$ cat config.mk
export PLATFORM = sky130hd
export DESIGN_NAME = fetch_queue
export DESIGN_NICKNAME = d
export VERILOG_FILES = /design/src/rtl/fetch_pkg.sv /design/src/rtl/fetch_slot_array.sv /design/src/rtl/fetch_queue.sv
export SDC_FILE = /design/constraint.sdc
export NUM_CORES = 1
export LEC_CHECK = 0
export CORE_ASPECT_RATIO = 1.1
export CORE_MARGIN = 2
export CORE_UTILIZATION = 45
export CTS_CLUSTER_DIAMETER = 200
export DETAILED_ROUTE_END_ITERATION = 12
export GPL_TIMING_DRIVEN = 0
export PLACE_DENSITY = 0.68
export SYNTH_ARGS = -nofsm -noshare
export SYNTH_HDL_FRONTEND = slang
export SYNTH_SLANG_ARGS = --single-unit
$ cat constraint.sdc
create_clock -name clk -period 9.5 [get_ports clk]
set_input_delay 2.85 -clock clk [delete_from_list [all_inputs] [get_ports clk]]
set_output_delay 2.85 -clock clk [all_outputs]
set_load 0.02 [all_outputs]
$ cat src/rtl/fetch_pkg.sv
// fetch_pkg: shared types and constants for the instruction-fetch queue.
//   fetch_slot_t        : one queue entry {pc, instr, filled}
//   FETCH_DEPTH_DEFAULT : default number of queue slots
//   PC_RESET            : architectural reset PC (informational)
package fetch_pkg;

  localparam int          FETCH_DEPTH_DEFAULT = 4;
  localparam logic [31:0] PC_RESET            = 32'h00400030;

  typedef struct packed {
    logic [31:0] pc;
    logic [31:0] instr;
    logic        filled;
  } fetch_slot_t;

endpackage

$ cat src/rtl/fetch_slot_array.sv
// fetch_slot_array: DEPTH-entry slot storage for the fetch queue.
// Ports:
//   clk, reset       clock / asynchronous active-high reset (filled flags only)
//   clear_all        drop every filled flag at the next edge (redirect)
//   alloc_en/idx/pc  allocate port: record request PC, mark slot unfilled
//   fill_en/idx/instr fill port: store returned instruction, mark filled
//   pop_en/idx       pop port: mark the head slot unfilled
//   head_idx         head read address
//   head_slot        head entry contents
// pc/instr storage carries no reset; it is only observed when filled=1.
import fetch_pkg::*;

module fetch_slot_array #(
  parameter  int DEPTH = FETCH_DEPTH_DEFAULT,
  localparam int IW    = $clog2(DEPTH)
) (
  input  logic          clk,
  input  logic          reset,
  input  logic          clear_all,
  input  logic          alloc_en,
  input  logic [IW-1:0] alloc_idx,
  input  logic [31:0]   alloc_pc,
  input  logic          fill_en,
  input  logic [IW-1:0] fill_idx,
  input  logic [31:0]   fill_instr,
  input  logic          pop_en,
  input  logic [IW-1:0] pop_idx,
  input  logic [IW-1:0] head_idx,
  output fetch_slot_t   head_slot
);

  logic [31:0]      pc_q    [DEPTH];
  logic [31:0]      pc_d    [DEPTH];
  logic [31:0]      instr_q [DEPTH];
  logic [31:0]      instr_d [DEPTH];
  logic [DEPTH-1:0] filled_q;
  logic [DEPTH-1:0] filled_d;

  // Alloc, fill and pop never target the same slot in one cycle, so the
  // write order below only matters for the clear-all override.
  always_comb begin
    pc_d     = pc_q;
    instr_d  = instr_q;
    filled_d = filled_q;
    if (alloc_en) begin
      pc_d[alloc_idx]     = alloc_pc;
      filled_d[alloc_idx] = 1'b0;
    end
    if (fill_en) begin
      instr_d[fill_idx]  = fill_instr;
      filled_d[fill_idx] = 1'b1;
    end
    if (pop_en) begin
      filled_d[pop_idx] = 1'b0;
    end
    if (clear_all) begin
      filled_d = '0;
    end
  end

  always_ff @(posedge clk) begin
    pc_q    <= pc_d;
    instr_q <= instr_d;
  end

  always_ff @(posedge clk or posedge reset) begin
    if (reset) begin
      filled_q <= '0;
    end else begin
      filled_q <= filled_d;
    end
  end

  assign head_slot = '{pc:     pc_q[head_idx],
                       instr:  instr_q[head_idx],
                       filled: filled_q[head_idx]};

endmodule

$ cat src/rtl/fetch_queue.sv
// fetch_queue: instruction-fetch queue between the PC register and decode.
// Issues one imem read per cycle at currPC while a slot is free, tracks
// in-flight reads, buffers returned words in order with PC+4, and presents
// the head entry to decode. A decode redirect (FlushD) empties the queue and
// marks every in-flight read to be discarded on return.
// Ports:
//   clk, reset                  clock / asynchronous active-high reset
//   currPC -> imemAddr          fetch address passthrough
//   StallF                      hold PC register (low on accept or flush)
//   imemReq/imemGnt             request handshake
//   imemRvalid/imemRdata        in-order read responses
//   StallD, FlushD              decode hold / redirect
//   InstrD, PCPlus4D, ValidD    head entry (zeros when not valid)
// Optional build macro FETCH_PERF_EN adds fetchCount (pops) and dropCount
// (discarded responses) 32-bit wrapping counters.
import fetch_pkg::*;

module fetch_queue #(
  parameter int          DEPTH    = FETCH_DEPTH_DEFAULT,
  parameter logic [31:0] RESET_PC = PC_RESET
) (
  input  logic        clk,
  input  logic        reset,
  input  logic [31:0] currPC,
  output logic        StallF,
  output logic        imemReq,
  output logic [31:0] imemAddr,
  input  logic        imemGnt,
  input  logic        imemRvalid,
  input  logic [31:0] imemRdata,
  input  logic        StallD,
  input  logic        FlushD,
  output logic [31:0] InstrD,
  output logic [31:0] PCPlus4D,
  output logic        ValidD
`ifdef FETCH_PERF_EN
  ,
  output logic [31:0] fetchCount,
  output logic [31:0] dropCount
`endif
);

  localparam int PW = $clog2(DEPTH) + 1;
  localparam int IW = PW - 1;
  // In-flight reads can exceed DEPTH when flushes stack up behind a slow
  // memory, so the counters get headroom beyond the pointer width.
  localparam int CW = PW + 4;
  localparam logic [PW-1:0] DEPTH_P = PW'(DEPTH);

  logic [PW-1:0] alloc_ptr_q, alloc_ptr_d;
  logic [PW-1:0] fill_ptr_q,  fill_ptr_d;
  logic [PW-1:0] read_ptr_q,  read_ptr_d;
  logic [CW-1:0] outstanding_q, outstanding_d;
  logic [CW-1:0] drop_cnt_q,    drop_cnt_d;

  logic [PW-1:0] count;
  logic          alloc;
  logic          rsp_take;
  logic          rsp_drop;
  logic          rsp_fill;
  logic          pop;
  logic          head_valid;
  fetch_slot_t   head;

  // RESET_PC is owned by the PC register; the wrap bit of fill_ptr is kept
  // only so all three pointers share one format.
  logic unused_ok;
  assign unused_ok = ^{RESET_PC, fill_ptr_q[PW-1]};

  assign count    = alloc_ptr_q - read_ptr_q;
  assign imemReq  = !reset && !FlushD && (count < DEPTH_P);
  assign imemAddr = currPC;
  assign alloc    = imemReq && imemGnt;
  assign StallF   = FlushD ? 1'b0 : !alloc;

  // Responses with nothing outstanding (e.g. strays after reset) are ignored.
  // While a flush is active the same-cycle response is already wrong-path.
  assign rsp_take = imemRvalid && (outstanding_q != '0);
  assign rsp_drop = rsp_take && (FlushD || (drop_cnt_q != '0));
  assign rsp_fill = rsp_take && !FlushD && (drop_cnt_q == '0);

  assign head_valid = head.filled && (count != '0);
  assign pop        = head_valid && !StallD && !FlushD;

  assign ValidD   = head_valid;
  assign InstrD   = head_valid ? head.instr : 32'd0;
  assign PCPlus4D = head_valid ? (head.pc + 32'd4) : 32'd0;

  fetch_slot_array #(.DEPTH(DEPTH)) u_slots (
    .clk        (clk),
    .reset      (reset),
    .clear_all  (FlushD),
    .alloc_en   (alloc),
    .alloc_idx  (alloc_ptr_q[IW-1:0]),
    .alloc_pc   (currPC),
    .fill_en    (rsp_fill),
    .fill_idx   (fill_ptr_q[IW-1:0]),
    .fill_instr (imemRdata),
    .pop_en     (pop),
    .pop_idx    (read_ptr_q[IW-1:0]),
    .head_idx   (read_ptr_q[IW-1:0]),
    .head_slot  (head)
  );

  always_comb begin
    alloc_ptr_d   = alloc_ptr_q;
    fill_ptr_d    = fill_ptr_q;
    read_ptr_d    = read_ptr_q;
    drop_cnt_d    = drop_cnt_q;
    outstanding_d = outstanding_q + CW'(alloc) - CW'(rsp_take);
    if (FlushD) begin
      alloc_ptr_d = '0;
      fill_ptr_d  = '0;
      read_ptr_d  = '0;
      // Every read still in flight after this cycle belongs to the old path.
      drop_cnt_d  = outstanding_q - CW'(rsp_take);
    end else begin
      if (alloc)    alloc_ptr_d = alloc_ptr_q + PW'(1);
      if (rsp_fill) fill_ptr_d  = fill_ptr_q + PW'(1);
      if (pop)      read_ptr_d  = read_ptr_q + PW'(1);
      if (rsp_drop) drop_cnt_d  = drop_cnt_q - CW'(1);
    end
  end

  always_ff @(posedge clk or posedge reset) begin
    if (reset) begin
      alloc_ptr_q   <= '0;
      fill_ptr_q    <= '0;
      read_ptr_q    <= '0;
      outstanding_q <= '0;
      drop_cnt_q    <= '0;
    end else begin
      alloc_ptr_q   <= alloc_ptr_d;
      fill_ptr_q    <= fill_ptr_d;
      read_ptr_q    <= read_ptr_d;
      outstanding_q <= outstanding_d;
      drop_cnt_q    <= drop_cnt_d;
    end
  end

`ifdef FETCH_PERF_EN
  logic [31:0] fetch_count_q, fetch_count_d;
  logic [31:0] drop_count_q,  drop_count_d;

  always_comb begin
    fetch_count_d = fetch_count_q + 32'(pop);
    drop_count_d  = drop_count_q + 32'(rsp_drop);
  end

  always_ff @(posedge clk or posedge reset) begin
    if (reset) begin
      fetch_count_q <= '0;
      drop_count_q  <= '0;
    end else begin
      fetch_count_q <= fetch_count_d;
      drop_count_q  <= drop_count_d;
    end
  end

  assign fetchCount = fetch_count_q;
  assign dropCount  = drop_count_q;
`endif

endmodule

==> impl_metrics.toml <==
[floorplanning]
start_util_pct = 45.9
core_area_mm2 = 0.0270
boundaryPins = 169
die_width_um = 162
die_y_um = 178
dieArea_mm2 = 0.0290
num_rows = 63

[critical_path]
rr_startpoint = "alloc_ptr_q[0]$_DFFE_PP0N_"
worst_reg_to_reg_path_cell_count = 16
critical_path_maximum_fanout = 9
timing_worst_setup_path_type = "input pin to output port"
cp-end-kind = "output port"
worst-r2r-setup-slack_ns = 5.56
worstPathArrival_ns = 4.60
crit_path_start_kind = "input pin"
critPathRequiredTime_ns = 6.65
reg2reg_to = "outstanding_q[6]$_DFF_PP0_"

[global_route]
grt-ovfl-total = 0
via_count_of_the_first_global_routing_pass = 6833
grt_antenna_before_repair = 0
grt_util_all_layers_pct = 17.1
grt_pass1_wl_um = 37800
grt_max_degree = 33

[yosys]
syn_avg_cell_area_um2 = 17.1
synth.top_cells.by_count = "sky130_fd_sc_hd__edfxtp_1 (256), sky130_fd_sc_hd__mux4_2 (55), sky130_fd_sc_hd__and2_1 (41)"
yosys_most_used_dff = "sky130_fd_sc_hd__edfxtp_1"
synth_sequential_area_ratio_pct = 67.1
synth-async-reset-ratio_pct = 9.22
synth-seq-cells = 282
netlist-cell-type-count = 47
number_of_nets_produced_by_synthesis = 827
postSynthCellCount = 725
yosys.cell_count.top_type = "sky130_fd_sc_hd__edfxtp_1"
synth_top_cells_by_area = "sky130_fd_sc_hd__edfxtp_1 (62%), sky130_fd_sc_hd__mux4_2 (10%), sky130_fd_sc_hd__dfrtp_1 (5.2%)"
yosys.area.top_type = "sky130_fd_sc_hd__edfxtp_1"
proportion_of_netlist_area_held_by_the_largest_area_contributor_pct = 61.9
edff_count_synth = 256
synth.yosys.warnings = 0
syn_area_mm2 = 0.0124

[detailed_routing]
antenna_left = 0
first_iter_violations = 366
drt-pass1-iter-count = 6
vias = 6792
routed_wire_length_per_instance_um = 19.1
finalWirelength_um = 24800
drcViolationCount = 0
routed_via_density = 5.23

[placed_design]
gpl.final_weighted_congestion = 0.807
dp_hpwl_um = 16200
placed_cells = 1250
port_buffers = 167

[cts]
cts.root.buffer_cell = "sky130_fd_sc_hd__clkbuf_16"
clkSlewWorstSetupHoldPaths_ns = 0.05
ctsHoldBuffers = 0
cts_num_sinks = 282
postCtsResizedCells = 0
cts-buffers-inserted = 29
cts_buffer_depth = 3
clock_latency_ns = 0.53
post_cts.repair.setup_buffers = 0
cts_htree_levels = 1
tritoncts = "built"

[job]
max_cap_viols = 0

[sta]
setup_viol = 0
setup_tns_ns = 0
timing.final.crit_share_pct = 78.4
worst_clock_skew_ns = 0.0147
rsz0062_at_grt = "false"
worst_slew_pin_slew_ns = 1.02
fmax_mhz = 134
final_max_slew_viol_count = 0
timing.final.crit_period_ns = 7.45
hold_viol_final = 0
relative_slew_margins_pct = 32.1

[power]
power.density_mw_per_mm2 = 178
peakVddDrop_mv = 0.134
p_total_mw = 2.74
power.leakage_nw = 5.12

[worst_hold_path]
worstHoldPathCells = 2
hp-start = "alloc_ptr_q[2]$_DFFE_PP0N_"
hold_path_end = "alloc_ptr_q[2]$_DFFE_PP0N_"
min_path_type = "register to register"

[final_layout]
number_of_filler_instances_in_the_final_layout = 2140
diodes = 0
final_layout_size_suffix_gt1_share_pct = 16.7
area_growth_syn_to_layout_pct = 23.8
finalNonFillerCells = 1299
finish.net_count = 1026

[status]
outcome = "finished clean"
[sequential cells by signal, indices dropped and copies added (netlist names)]
signal,cells
alloc_ptr_q,3
drop_cnt_q,7
fill_ptr_q,2
outstanding_q,7
read_ptr_q,3
u_slots.filled_q,4
u_slots.instr_q,128
u_slots.pc_q,128
[layout by cell type, fill, tap and decap left out, types with 26 or more instances in the layout]
cell type                           n
sky130_fd_sc_hd__buf_4             36
sky130_fd_sc_hd__clkbuf_16         29
sky130_fd_sc_hd__and2_1            37
sky130_fd_sc_hd__edfxtp_1         256
sky130_fd_sc_hd__nand2_1           27
sky130_fd_sc_hd__dfrtp_1           26
sky130_fd_sc_hd__inv_1             31
sky130_fd_sc_hd__mux4_2            55
sky130_fd_sc_hd__ha_1              30
sky130_fd_sc_hd__clkdlybuf4s50_1  167
[stage by stage]
step / setup slack (ns) / cell area (µm²) / utilization, % / hold slack [ns]
floorplan: 2.76 / 12400 / - / 0.493
global placement: 2.04 / 14500 / 53.8 / 0.533
detailed placement: 2.04 / 14600 / 53.9 / 0.548
CTS: 2.03 / 15400 / 56.9 / 0.567
global route: 1.83 / 15400 / 56.9 / 0.572
finish: 2.05 / 15400 / 56.9 / 0.559
[metal layers]
metal	GRT usage (%)	share of wire, %	vias to the layer above
met4	4.87	2.0	0
met5	0	0	-
met1	22.6	42	3404
met3	2.81	4.8	35
li1	-	-	3160
met2	29.4	51	193
[report_power, final]
| part | leakage, nW | internal (mW) | total [mW] | switching, mW |
|---|---|---|---|---|
| sequential | 2.64 | 1.40 | 1.43 | 0.0341 |
| clock | 0.401 | 0.554 | 0.984 | 0.430 |
| combinational | 2.08 | 0.163 | 0.320 | 0.157 |
| total | 5.12 | 2.11 | 2.74 | 0.622 |
[worst max-delay path, cell delays in order]
cell                              delay [ns]
sky130_fd_sc_hd__clkdlybuf4s50_1        0.45
sky130_fd_sc_hd__nor4b_2                0.64
sky130_fd_sc_hd__nor2_1                 0.09
sky130_fd_sc_hd__clkdlybuf4s50_1        0.57
[cell families after synthesis]
kind of cell               Yosys count  synth area share [%]
and+or+nand+nor                    155                  7.22
muxes                               76                  13.0
buffers and inverters               97                  4.46
DFF                                282                  67.1
adders and majority gates           32                  3.34
AOI/OAI and AO/OA                   51                  2.49
xor gates and xnor gates            32                  2.38
[area by class of cell]
class | count | area [µm²] | share of cell area, %
inverters | 35 | 131 | 0.854
flip-flops and latches | 282 | 8340 | 54.2
clock buffers | 36 | 752 | 4.89
well taps | 357 | 447 | 2.90
repair buffers | 168 | 1690 | 11.0
plain buffers | 62 | 423 | 2.75
multi-input cells | 346 | 3530 | 23.0
clock inverters | 13 | 61.3 | 0.399
[worst max path at each step]
stage / slack, ns / to / cells past startpoint / from
2_1_floorplan: 2.76 / StallF / 3 / FlushD
3_3_place_gp: 2.04 / StallF / 4 / reset
3_5_place_dp: 2.04 / StallF / 4 / reset
4_1_cts: 2.03 / StallF / 4 / reset
5_1_grt: 1.83 / StallF / 4 / reset
6_report: 2.05 / StallF / 4 / reset
Power figures use the tool's default switching activity.
